==> config.mk <==
export PLATFORM = sky130hd
export DESIGN_NAME = csync_decoder
export DESIGN_NICKNAME = d
export VERILOG_FILES = /design/src/rtl/csync_pkg.sv /design/src/rtl/sync_run_counter.sv /design/src/rtl/csync_decoder.sv
export SDC_FILE = /design/constraint.sdc
export NUM_CORES = 1
export LEC_CHECK = 0
export CELL_PAD_IN_SITES_DETAIL_PLACEMENT = 1
export CELL_PAD_IN_SITES_GLOBAL_PLACEMENT = 1
export CORE_UTILIZATION = 48
export CTS_CLUSTER_DIAMETER = 40
export CTS_CLUSTER_SIZE = 25
export DETAILED_ROUTE_END_ITERATION = 10
export PLACE_DENSITY = 0.89
export SYNTH_ARGS = -nofsm -noshare
export SYNTH_HDL_FRONTEND = slang
export SYNTH_SLANG_ARGS = --single-unit
==> constraint.sdc <==
create_clock -name clk_sys -period 9.2 [get_ports clk_sys]
set_input_delay 1.84 -clock clk_sys [delete_from_list [all_inputs] [get_ports clk_sys]]
set_output_delay 1.84 -clock clk_sys [all_outputs]
set_load 0.03 [all_outputs]
==> src/rtl/csync_pkg.sv <==
// Shared types, default thresholds and helpers for the composite-sync decoder.
package csync_pkg;

    // Default timing thresholds, in ce_pix ticks unless noted.
    localparam int DEF_CNT_W      = 12;
    localparam int DEF_LN_W       = 10;
    localparam int DEF_VS_MIN_RUN = 256;
    localparam int DEF_LOCK_LINES = 4;
    localparam int DEF_TOL        = 2;

    // State encodings kept as plain constants so older tools can use them too.
    localparam logic [0:0] ST_LINE_C  = 1'b0;
    localparam logic [0:0] ST_VSYNC_C = 1'b1;

    typedef enum logic [0:0] {
        ST_LINE  = ST_LINE_C,
        ST_VSYNC = ST_VSYNC_C
    } state_t;

    // Increment that sticks at the all-ones value of a 'width'-bit counter.
    function automatic logic [31:0] sat_inc(input logic [31:0] val, input int unsigned width);
        logic [31:0] max_val;
        max_val = (width >= 32) ? 32'hFFFF_FFFF : ((32'd1 << width) - 32'd1);
        return (val >= max_val) ? max_val : (val + 32'd1);
    endfunction

endpackage

==> src/rtl/sync_run_counter.sv <==
// Input conditioning: 2-flop synchronizer, ce_pix edge detect and a saturating
// run-length counter that measures how long the synchronized level has held.
module sync_run_counter
    import csync_pkg::*;
#(
    parameter int CNT_W = DEF_CNT_W
) (
    input  logic             i_clk,
    input  logic             i_reset,
    input  logic             i_ce,
    input  logic             i_csync_n,
    output logic             o_s,
    output logic             o_rise,
    output logic             o_fall,
    output logic [CNT_W-1:0] o_run_cnt
);

    logic [1:0]       r_sync;
    logic             r_s_prev;
    logic [CNT_W-1:0] r_run_cnt;
    logic             w_s;
    logic             w_edge;

    assign w_s    = r_sync[1];
    assign w_edge = i_ce & (w_s ^ r_s_prev);

    // Two-stage synchronizer; idles high so reset never fakes a sync edge.
    always_ff @(posedge i_clk) begin
        if (i_reset) begin
            r_sync <= 2'b11;
        end else begin
            r_sync <= {r_sync[0], i_csync_n};
        end
    end

    // Previous level and run length advance only on pixel ticks.
    always_ff @(posedge i_clk) begin
        if (i_reset) begin
            r_s_prev  <= 1'b1;
            r_run_cnt <= '0;
        end else if (i_ce) begin
            r_s_prev <= w_s;
            if (w_edge) begin
                r_run_cnt <= CNT_W'(1);
            end else begin
                r_run_cnt <= CNT_W'(sat_inc(32'(r_run_cnt), CNT_W));
            end
        end
    end

    assign o_s       = w_s;
    assign o_rise    = w_edge & w_s;
    assign o_fall    = w_edge & ~w_s;
    assign o_run_cnt = r_run_cnt;

endmodule

==> src/rtl/csync_decoder.sv <==
// Composite-sync decoder: splits csync_n = ~(HS ^ VS) into positive HSync and
// VSync pulses, measures line period and lines per frame, and flags lock.
module csync_decoder
    import csync_pkg::*;
#(
    parameter int CNT_W      = DEF_CNT_W,
    parameter int LN_W       = DEF_LN_W,
    parameter int VS_MIN_RUN = DEF_VS_MIN_RUN,
    parameter int LOCK_LINES = DEF_LOCK_LINES,
    parameter int TOL        = DEF_TOL
) (
    input  logic             clk_sys,
    input  logic             reset,
    input  logic             ce_pix,
    input  logic             csync_n,
    output logic             hs_out,
    output logic             vs_out,
    output logic [CNT_W-1:0] line_len,
    output logic [LN_W-1:0]  frame_lines,
    output logic             locked
);

    localparam int               MW       = $clog2(LOCK_LINES + 1);
    localparam logic [MW-1:0]    LOCK_C   = MW'(LOCK_LINES);
    localparam logic [CNT_W-1:0] CNT_MAX  = '1;
    localparam logic [CNT_W-1:0] TOL_C    = CNT_W'(TOL);
    // run_cnt holds the ticks already spent at the level, so the threshold
    // tick itself is the VS_MIN_RUN-th consecutive tick at that level.
    localparam logic [CNT_W-1:0] RUN_THR  = CNT_W'(VS_MIN_RUN - 1);

    logic             w_s;
    logic             w_rise;
    logic             w_fall;
    logic [CNT_W-1:0] w_run_cnt;

    state_t           r_state;
    state_t           w_state_next;
    logic             w_hs_rise;
    logic             w_to_vsync;
    logic             w_run_thr;

    logic             r_hs_out;
    logic             r_vs_out;
    logic [CNT_W-1:0] r_period_cnt;
    logic [CNT_W-1:0] r_line_len;
    logic [MW-1:0]    r_match_cnt;
    logic             r_armed;
    logic [LN_W-1:0]  r_line_cnt;
    logic [LN_W-1:0]  r_frame_lines;

    logic             w_period_sat;
    logic [CNT_W-1:0] w_abs_diff;
    logic             w_period_good;
    logic [MW-1:0]    w_match_inc;

    sync_run_counter #(
        .CNT_W (CNT_W)
    ) u_sync_run (
        .i_clk     (clk_sys),
        .i_reset   (reset),
        .i_ce      (ce_pix),
        .i_csync_n (csync_n),
        .o_s       (w_s),
        .o_rise    (w_rise),
        .o_fall    (w_fall),
        .o_run_cnt (w_run_cnt)
    );

    // An edge on the threshold tick restarts the run, so it blocks the transition.
    assign w_run_thr = ce_pix & ~(w_rise | w_fall) & (w_run_cnt == RUN_THR);

    // Next state and the per-state definition of a line start.
    always_comb begin
        w_state_next = r_state;
        w_hs_rise    = 1'b0;
        w_to_vsync   = 1'b0;
        case (r_state)
            ST_LINE: begin
                w_hs_rise = w_fall;
                if (w_run_thr && !w_s) begin
                    w_state_next = ST_VSYNC;
                    w_to_vsync   = 1'b1;
                end
            end
            ST_VSYNC: begin
                // HSync is inverted while VS is active: pulses show as highs.
                w_hs_rise = w_rise;
                if (w_run_thr && w_s) begin
                    w_state_next = ST_LINE;
                end
            end
            default: begin
                w_state_next = ST_LINE;
            end
        endcase
    end

    // Period comparison against the last latched line length.
    always_comb begin
        w_period_sat = (r_period_cnt == CNT_MAX);
        if (r_period_cnt >= r_line_len) begin
            w_abs_diff = r_period_cnt - r_line_len;
        end else begin
            w_abs_diff = r_line_len - r_period_cnt;
        end
        // A zero line_len means no reference yet: the first real period sets it.
        w_period_good = !w_period_sat && ((r_line_len == '0) || (w_abs_diff <= TOL_C));
        w_match_inc   = (r_match_cnt == LOCK_C) ? r_match_cnt : (r_match_cnt + MW'(1));
    end

    // FSM state and the recovered sync outputs, all registered on pixel ticks.
    always_ff @(posedge clk_sys) begin
        if (reset) begin
            r_state  <= ST_LINE;
            r_hs_out <= 1'b0;
            r_vs_out <= 1'b0;
        end else if (ce_pix) begin
            r_state  <= w_state_next;
            r_hs_out <= (w_state_next == ST_VSYNC) ? w_s : ~w_s;
            r_vs_out <= (w_state_next == ST_VSYNC);
        end
    end

    // Line period measurement and lock qualification.
    always_ff @(posedge clk_sys) begin
        if (reset) begin
            r_period_cnt <= '0;
            r_line_len   <= '0;
            r_match_cnt  <= '0;
            r_armed      <= 1'b0;
        end else if (ce_pix) begin
            if (w_hs_rise) begin
                r_period_cnt <= CNT_W'(1);
                if (!r_armed) begin
                    // The count since reset is not a real line, so it only starts timing.
                    r_armed <= 1'b1;
                end else begin
                    if (!w_period_sat) begin
                        r_line_len <= r_period_cnt;
                    end
                    r_match_cnt <= w_period_good ? w_match_inc : '0;
                end
            end else begin
                r_period_cnt <= CNT_W'(sat_inc(32'(r_period_cnt), CNT_W));
                // No sync for a full counter span: drop lock straight away.
                if (w_period_sat) begin
                    r_match_cnt <= '0;
                end
            end
        end
    end

    // Lines per frame, latched when VSync is recognised.
    always_ff @(posedge clk_sys) begin
        if (reset) begin
            r_line_cnt    <= '0;
            r_frame_lines <= '0;
        end else if (ce_pix) begin
            if (w_to_vsync) begin
                r_frame_lines <= r_line_cnt;
                r_line_cnt    <= '0;
            end else if (w_hs_rise) begin
                r_line_cnt <= LN_W'(sat_inc(32'(r_line_cnt), LN_W));
            end
        end
    end

    assign hs_out      = r_hs_out;
    assign vs_out      = r_vs_out;
    assign line_len    = r_line_len;
    assign frame_lines = r_frame_lines;
    assign locked      = (r_match_cnt == LOCK_C);

endmodule

==> flow_summary.toml, run 1 <==
[run_status]
status = "complete, no violations"

[critical_path]
critPathTopFamily = "simple AND/OR/NAND/NOR gates"
critical_path.cell_chain = "clkdlybuf4s50_1, buf_4, and2_1, nand2_1, nor2_1, mux2i_1, nor2_1"
max_stage_delay_ps = 850
crit_slowest_cell = "nor2_1"
required_ps = 9410
crit_path_end_kind = "flip-flop"
cp-startpoint = "ce_pix"
critPathBufInv = 2
cp_max_fo = 54
worstReg2RegStart = "line_len[6]$_SDFFE_PP0P_"
cp.arrival_ps = 4750
crit_end = "line_len[9]$_SDFFE_PP0P_"
worstSetupPathType = "in -> reg"
cp_common_cell = "nor2_1"
reg2regPathDepth = 11
r2r_slack_ps = 5600
timing.rr.end = "r_match_cnt[2]$_SDFFE_PP0P_"
cp_num_cells = 7
cp-start-kind = "input pin"

[synth]
synthMuxAreaShare_pct = 4.00
synth-simple-area-share_pct = 23.5
ys_seq_area_share_pct = 30.4
synth_area_leaders = "dfxtp_1 30%, ha_1 8.2%, a21oi_1 6.0%"
synth_cell_types = 70
synth_area_leader_cell = "dfxtp_1"
synth_cells = 544
postSynthAreaPerCell_um2 = 7.88
synth_ff_type = "dfxtp_1"
synth_edf_count = 0
synth-xor-area-share_pct = 1.64
synth_fa_ha_area_share_pct = 9.11
yosys_warnings = 0
synth-seq-cells = 65
synth_compound_area_share_pct = 24.1
synth_top_family_by_area = "compound AO/OA/AOI/OAI gates"
async_reset_ff_share_pct = 0
synth_area_um2 = 4290
synth_top_area_share_pct = 30.4
syn_nets = 578

[global_route]
antenna_found_initial = 0
grt_max_degree = 65
track_usage_pct = 26.5
overflow = 0
grt_pass1_vias = 4068
grt_pass1_wl_mm = 19.3

[sta]
setup_ws_ps = 4660
fin_skew_ps = 9.67
maxSlewViolCount = 0
fmax_mhz = 220
fin_crit_ps = 4540
grt_setup_unrepaired = "no"
fin_crit_sh_pct = 49.4
finalHoldViolCount = 0
tightest_slew_ps = 1070
slew_headroom_pct = 28.3
setup_viol = 0
totalNegativeSetupSlack_ps = 0

[die]
row_count = 34
core_um2 = 8680
die_w_um = 96.5
die-area_um2 = 9310
die_h_um = 96.5
start_util_pct = 49.4
ios = 29

[cells_and_area]
nNetsFinal = 589
area_growth_pct = 10.6
drive_gt1_share_pct = 7.14
final_area_um2 = 4740
antenna_cells = 0
fin_cells = 668
fin_util_pct = 54.6

[clock_network]
cts-htree-levels = 3
cts_hold_buf = 0
cts_tree = "built"
clockBufferDepth = 2
numCtsBuffers = 9
cts_setup_buffers = 0
cts.sinks = 65
clk_pin_slew_worst_paths_ps = 80
cts-resized-gates = 0
clock_tree.root_cell = "clkbuf_8"
clkLatencyLatePin_ps = 360

[drt]
drc = 0
finalWirelength_mm = 11.8
dr_total_vias = 4063
drt_iter0_drc = 202
drtPass1Iterations = 4
avgRoutedWirePerCell_um = 17.6
viasPerCell = 6.08
ant_nets = 0

[run]
cap_viol_max_count = 0

[placement]
numPortBuffers = 28
dp_slack_ps = 4310
gp_congestion = 0.847
dp_hpwl_mm = 8.33
place_area_um2 = 4530
placedCellCount = 652

[min_path]
min_path_type = "reg -> reg"

[power]
powerDensity_nw_per_um2 = 125
p_leak_uw = 0.00172
max-vdd-ir-drop_v = 0.0000843
## how the worst min path moves through the flow
stage | from | end | slack [ps] | cells past startpoint
after global routing | u_sync_run.r_sync[0]$_SDFF_PP1_ | u_sync_run.r_sync[1]$_SDFF_PP1_ | 460 | 1
final | u_sync_run.r_sync[0]$_SDFF_PP1_ | u_sync_run.r_sync[1]$_SDFF_PP1_ | 420 | 1
after detailed placement | u_sync_run.r_sync[0]$_SDFF_PP1_ | u_sync_run.r_sync[1]$_SDFF_PP1_ | 400 | 1
after global placement | u_sync_run.r_sync[0]$_SDFF_PP1_ | u_sync_run.r_sync[1]$_SDFF_PP1_ | 390 | 1
after floorplan | u_sync_run.r_sync[0]$_SDFF_PP1_ | u_sync_run.r_sync[1]$_SDFF_PP1_ | 390 | 1
after CTS | u_sync_run.r_sync[0]$_SDFF_PP1_ | u_sync_run.r_sync[1]$_SDFF_PP1_ | 430 | 1
## per-stage QoR
stage / hold WS (ps) / power, µW
2_1_floorplan: 389 / 334
3_3_place_gp: 395 / 343
3_5_place_dp: 403 / 345
4_1_cts: 427 / 596
5_1_grt: 458 / 617
6_report: 422 / 595
## layout make-up
class                      count  area (µm²)
timing repair buffer          31         298
clock buffer                  10         138
sequential                    65        1300
tap                          108         135
clock inverter                 6        66.3
inverter                      34         128
multi-input combinational    414        2670
fill                        1091        3940
## state kept, by name (all words and copies together) (netlist names)
name                  count
line_len                 12
r_period_cnt             12
u_sync_run.o_run_cnt     12
frame_lines              10
r_line_cnt               10
r_match_cnt               3
u_sync_run.r_sync         2
hs_out                    1
r_armed                   1
u_sync_run.r_s_prev       1
vs_out                    1
## worst reg2reg max path: stages (launching register included)
cell and delay, ps:
dfxtp_1 430, inv_1 70, ha_1 570, nand4_1 250, a211oi_1 480, nor4_1 90
a2111oi_1 540, nand4_1 160, a32oi_1 280, nand4_1 150, o41ai_2 280, nor3b_2 220
## cell families (layout without fill, tap and decap cells)
kind of cell,after synthesis,after routing
multiplexers,17,17
buffers and inverters,65,81
adder cells (fa/ha/maj),30,30
flip-flops,65,65
AND/OR/NAND/NOR,207,207
AO/OA/AOI/OAI,152,152
XOR/XNOR,8,8
## report_power, final
part / internal (µW) / switching, µW
clock: 133 / 122
combinational: 20.4 / 31.1
sequential: 284 / 3.86
total: 437 / 157
## routing by layer
layer	track usage (%)	wire (µm)	up-vias
met1	34.3	5540	1995
met2	45.4	5710	61
li1	-	-	1986
met5	0	0	-
met4	7.48	218	0
met3	4.46	290	21
## cell usage after synthesis, types with 2 or more instances
library cell  number
ha_1              28
nand3_1           20
a2111oi_0          3
inv_1             34
nand2_1           61
a211oi_1          22
a21o_1             3
nand2b_1           8
and4b_1            2
nor2_1            50
fa_1               2
a21boi_0           3
nor3_1            16
nand4_1           10
nor2b_1            2
a31oi_1            4
or2_2              4
clkbuf_8           3
or3_1              3
o211ai_1           2
mux2i_1           16
nand3b_1           2
a21oi_4            2
o31ai_1            6
and2_1             5
o22ai_1            2
o21a_1             2
nor4_1             7
dfxtp_1           65
o21ai_0           26
clkbuf_1          20
buf_6              4
buf_2              3
xnor2_1            6
and3_1             9
xor2_1             2
a41oi_1            4
a21oi_1           51
## placed cells by master, fill, tap and decap left out, types with 3 or more instances in the layout
cell and n:
dfxtp_1 65, nand2_1 61, a21oi_1 51, nor2_1 50, inv_1 34, ha_1 28
clkdlybuf4s50_1 27, o21ai_0 26, a211oi_1 22, nand3_1 20, nor3_1 16, mux2i_1 16
nand4_1 10, clkbuf_8 10, and3_1 9, nand2b_1 8, nor4_1 7, o31ai_1 6
xnor2_1 6, and2_1 5, a31oi_1 4, or2_2 4, a41oi_1 4, a2111oi_0 3
or3_1 3, a21o_1 3, a21boi_0 3, clkinvlp_4 3, buf_4 3
No activity file was read; power rests on OpenSTA's default activity.
==> inputs of run 2 (changes only) <==
- CORE_UTILIZATION: 48 -> 40
- PLACE_DENSITY: 0.89 -> 0.79
- clock period: 9.2 -> 3.7 ns (I/O delays scaled with it)
==> run 2 against run 1 <==
  * Register-to-register slack lost 5300 ps
  * Via count shrank 1.2%
  * Non-clock buffer count grew 8
  * Core utilization shrank 8.0 points
  * Combinational power grew to 2.5 times the previous value
  * Sequential power grew 150%
  * Critical path depth grew 5
  * Hold slack gained 4.9 ps
  * Global-route usage shrank 4.4 points
  * First-iteration DRC count shrank 34%
  * Clock-buffer cell count shrank 1
  * Largest power group unchanged
==> flow_summary.toml, run 2 (same netlist as run 1, synthesis figures left out) <==
[sta]
maxSlewViolCount = 0
finalHoldViolCount = 0
setup_viol = 0
fin_crit_ps = 3370
grt_setup_unrepaired = "no"
tightest_slew_ps = 524
fmax_mhz = 297
totalNegativeSetupSlack_ps = 0
fin_skew_ps = 17.1
fin_crit_sh_pct = 91.1
slew_headroom_pct = 64.8

[drt]
drt_iter0_drc = 134
finalWirelength_mm = 11.8
avgRoutedWirePerCell_um = 16.7
viasPerCell = 5.70
dr_total_vias = 4015
drc = 0
drtPass1Iterations = 4
ant_nets = 0

[clock_network]
cts-htree-levels = 3
cts-resized-gates = 0
numCtsBuffers = 9
cts.sinks = 65
cts_tree = "built"
clock_tree.root_cell = "clkbuf_8"
clockBufferDepth = 2
cts_hold_buf = 0
clk_pin_slew_worst_paths_ps = 90
clkLatencyLatePin_ps = 350
cts_setup_buffers = 0

[critical_path]
worstReg2RegStart = "r_period_cnt[0]$_SDFFE_PP0P_"
worstSetupPathType = "reg -> reg"
cp-startpoint = "r_period_cnt[0]$_SDFFE_PP0P_"
cp.arrival_ps = 3660
critical_path.cell_chain = "inv_1, ha_1, fa_1, nand2b_4, a21oi_4, nand2_1, a311o_1, or4_1, a211oi_2, nor2_1, o41ai_2, nor3b_2"
crit_slowest_cell = "or4_1"
cp-start-kind = "flip-flop"
critPathTopFamily = "simple AND/OR/NAND/NOR gates"
max_stage_delay_ps = 540
required_ps = 3990
critPathBufInv = 1
cp_max_fo = 7
crit_path_end_kind = "flip-flop"

[run]
cap_viol_max_count = 0

[die]
row_count = 37
start_util_pct = 41.3
ios = 29
die_w_um = 106
core_um2 = 10400
die_h_um = 106
die-area_um2 = 11100

[min_path]
min_path_type = "reg -> reg"
hp-start = "u_sync_run.r_sync[0]$_SDFF_PP1_"

[placement]
numPortBuffers = 28
place_area_um2 = 4630
dp_hpwl_mm = 8.50
gp_congestion = 0.941

[cells_and_area]
final_area_um2 = 4830
final_cell_mix = "65 x dfxtp_1, 61 x nand2_1, 51 x a21oi_1, 50 x nor2_1, 34 x inv_1"
nNetsFinal = 597
fin_util_pct = 46.6
register_area_um2 = 1300
antenna_cells = 0
final_common_cell = "dfxtp_1"
nFillCells = 1273
area_growth_pct = 12.7
multi_input_area_um2 = 2670
drive_gt1_share_pct = 8.45

[global_route]
grt_pass1_vias = 3971
antenna_found_initial = 0
overflow = 0
track_usage_pct = 22.1
grt_pass1_wl_mm = 20.0
grt_max_degree = 47

[run_status]
status = "complete, no violations"

[power]
p_total_uw = 1470
powerDensity_nw_per_um2 = 304
p_leak_uw = 0.00177
max-vdd-ir-drop_v = 0.000187
## run 2: cell types whose count changed in the layout (fill, tap and decap cells not counted)
cell / previous run / this run
buf_4: 3 / 11
clkinv_4: 0 / 2
clkinvlp_4: 3 / 1
clkbuf_8: 10 / 9
inv_6: 1 / 2
## run 2: power breakdown
group | internal, µW | switching (µW)
sequential | 706 | 8.71
clock | 317 | 306
combinational | 53.3 | 78.2
## run 2: path summary, 6_finish.rpt
path / end / cells after the start / slack, ps
hold reg to reg: u_sync_run.r_sync[1]$_SDFF_PP1_ / 1 / 430
hold / removal: u_sync_run.r_sync[1]$_SDFF_PP1_ / 1 / 430
setup reg to reg: r_match_cnt[2]$_SDFFE_PP0P_ / 12 / 330
setup / recovery: r_match_cnt[2]$_SDFFE_PP0P_ / 12 / 330
## run 2: cell type report
class / count / share of cell area, %
multi-input combinational: 414 / 55.3
sequential: 65 / 26.9
timing repair buffer: 39 / 7.41
tap: 136 / 3.52
inverter: 34 / 2.64
clock buffer: 9 / 2.56
clock inverter: 7 / 1.61
## run 2: per-stage QoR
step	cells	hold WS [ps]	worst slack [ps]
3_5_place_dp	688	413	346
3_3_place_gp	688	392	418
6_report	704	427	329
2_1_floorplan	544	389	604
5_1_grt	704	466	46.9
4_1_cts	704	432	331
## run 2: per-layer routing
layer | track usage [%] | vias up | share of wire, %
met5 | 0 | - | 0
met3 | 3.53 | 10 | 2.7
met1 | 29.9 | 1962 | 49
li1 | - | 1995 | -
met2 | 36.6 | 48 | 47
met4 | 6.05 | 0 | 1.2
==> inputs of run 3 (changes only) <==
- ABC_AREA: not set -> 1
- CORE_UTILIZATION: 40 -> 38
==> run 3 against run 2 <==
  * Core utilization decreased by 1.1 points
  * First-iteration DRC count rose by 42%
  * Cell area rose by 7.9%
  * Wire length up 8.5%
  * Via count increased by 13%
  * Clock power up 35%
  * Sequential cell count unchanged
  * Final cell count rose by 26%
  * Fmax is 11% higher
  * Global-route usage down 0.21 points
  * Die area rose by 10%
  * Combinational power increased by 4%
  * Critical path type is now in -> reg
==> flow_summary.toml, run 3 <==
[critical_path]
timing.rr.end = "r_match_cnt[0]$_SDFFE_PP0P_"
r2r_slack_ps = 680
cp_max_fo = 15
worstReg2RegStart = "r_period_cnt[0]$_SDFFE_PP0P_"
worstSetupPathType = "in -> reg"
cp-startpoint = "ce_pix"
crit_end = "r_match_cnt[0]$_SDFFE_PP0P_"
cp.arrival_ps = 3290
required_ps = 3970
crit_path_end_kind = "flip-flop"
cp-start-kind = "input pin"
reg2regPathDepth = 21

[sta]
fin_crit_ps = 3030
fin_skew_ps = 6.00
fin_crit_sh_pct = 81.8
setup_viol = 0
tightest_slew_ps = 864
finalHoldViolCount = 0
maxSlewViolCount = 0
grt_setup_unrepaired = "no"
totalNegativeSetupSlack_ps = 0
fmax_mhz = 330
slew_headroom_pct = 41.8

[synth]
synth_area_um2 = 4500
synth_ff_type = "dfxtp_1"
syn_nets = 745
synth_area_leaders = "dfxtp_1 29%, nand2_1 16%, inv_1 9.8%"
synth_cells = 711
yosys_warnings = 0
synth_cell_types = 35
synth_top_area_share_pct = 28.9
yosysMostFrequentCell = "nand2_1"
async_reset_ff_share_pct = 0
synth_commonest_cells = "186 x nand2_1, 118 x inv_1, 67 x a21oi_1"
ys_seq_area_share_pct = 28.9
synth_edf_count = 0
postSynthAreaPerCell_um2 = 6.33
synth_area_leader_cell = "dfxtp_1"
synth-seq-cells = 65

[clock_network]
cts_hold_buf = 0
clk_pin_slew_worst_paths_ps = 50
cts_setup_buffers = 0
numCtsBuffers = 9
cts-htree-levels = 3
clkLatencyLatePin_ps = 340
cts-resized-gates = 0
cts_tree = "built"
cts.sinks = 65
clock_tree.root_cell = "clkbuf_16"
clockBufferDepth = 2

[die]
start_util_pct = 39.3
core_um2 = 11500
row_count = 39
die_h_um = 111
die_w_um = 111
die-area_um2 = 12300
ios = 29

[global_route]
overflow = 0
antenna_found_initial = 0
grt_pass1_vias = 4782
track_usage_pct = 21.9
grt_max_degree = 34
grt_pass1_wl_mm = 22.2

[cells_and_area]
nNetsFinal = 770
fin_util_pct = 45.5
final_common_cell = "nand2_1"
nFillCells = 1562
register_area_um2 = 1300
area_growth_pct = 15.8
fin_cells = 884
final_area_um2 = 5210
multi_input_area_um2 = 2670
final_cell_mix = "186 x nand2_1, 118 x inv_1, 67 x a21oi_1, 65 x dfxtp_1, 56 x o21ai_0"
antenna_cells = 0
drive_gt1_share_pct = 5.67

[power]
max-vdd-ir-drop_v = 0.000229
p_leak_uw = 0.00231
p_total_uw = 1690
p_int_uw = 1290
p_seq_share_pct = 42.1
powerDensity_nw_per_um2 = 325
p_sw_share_pct = 23.8
comb_power_share_pct = 8.0
p_clk_share_pct = 49.8
switchingPower_uw = 403

[drt]
finalWirelength_mm = 12.8
drtPass1Iterations = 4
viasPerCell = 5.15
dr_total_vias = 4552
drt_iter0_drc = 190
avgRoutedWirePerCell_um = 14.5
ant_nets = 0
drc = 0

[run_status]
status = "complete, no violations"

[placement]
gp_congestion = 0.852
place_area_um2 = 4920
dp_hpwl_mm = 9.83
numPortBuffers = 28
placedCellCount = 868

[min_path]
min_path_type = "reg -> reg"
hp-start = "u_sync_run.r_sync[0]$_SDFF_PP1_"

[run]
cap_viol_max_count = 0
[run 3: cell types whose count changed in the layout (fill, tap and decap cells not counted), sizes merged, moves of 7 or more]
cell	before	now
o31ai	7	0
a21oi	54	67
inv	36	122
nand2	62	192
buf	12	5
and3	9	1
o21ai	27	56
a211oi	23	1
xor2	2	20
nand2b	9	0
mux2i	16	0
nand3	20	41
[run 3: worst min-delay path by stage]
stage	slack, ps	to	cells after the start
finish	420	u_sync_run.r_sync[1]$_SDFF_PP1_	1
global route	440	u_sync_run.r_sync[1]$_SDFF_PP1_	1
CTS	420	u_sync_run.r_sync[1]$_SDFF_PP1_	1
detailed placement	400	u_sync_run.r_sync[1]$_SDFF_PP1_	1
global placement	390	u_sync_run.r_sync[1]$_SDFF_PP1_	1
floorplan	390	u_sync_run.r_sync[1]$_SDFF_PP1_	1
[run 3: final cells by class]
type                       instances  share of cell area (%)
multi-input combinational        505                    51.1
sequential                        65                    25.0
inverter                         122                    8.83
timing repair buffer              33                    6.10
clock buffer                      13                    4.80
tap                              143                    3.43
clock inverter                     3                   0.768
[run 3: logic make-up after synthesis]
kind of cell	count (synthesis)	synth area share (%)
xor+xnor	22	4.28
compound gates	132	15.2
simple gates	321	31.1
fa+ha+maj	30	8.67
buf+inv	141	11.9
flops	65	28.9
[run 3: routing by layer]
metal | wire, µm | GRT usage, % | vias up
met5 | 0 | 0 | -
met4 | 255 | 7.38 | 0
met3 | 250 | 3.23 | 18
met2 | 6520 | 40.7 | 43
met1 | 5750 | 25.5 | 2187
li1 | - | - | 2304
[run 3: worst max-delay path, stage by stage]
cell,delay (ps)
clkdlybuf4s50_1,530
inv_2,240
nor2_1,100
inv_1,70
nor2_2,30
buf_4,180
nor2_1,490
nand2_1,330
nand2_1,220
nand2_2,100
nand2_1,70
nand2_1,60
nor2_1,120
[run 3: per-stage QoR]
stage                     setup slack (ps)  hold slack (ps)
after global placement                 557              392
after global routing                   295              444
after floorplan                       1190              389
final                                  674              416
after CTS                              641              418
after detailed placement               361              403
[run 3: power by group through the flow]
stage	sequential (µW)	combinational, µW	clock [µW]
3_5_place_dp	729	136	0
3_3_place_gp	728	128	0
4_1_cts	714	137	864
6_report	714	136	844
2_1_floorplan	727	96.6	0
5_1_grt	715	156	891
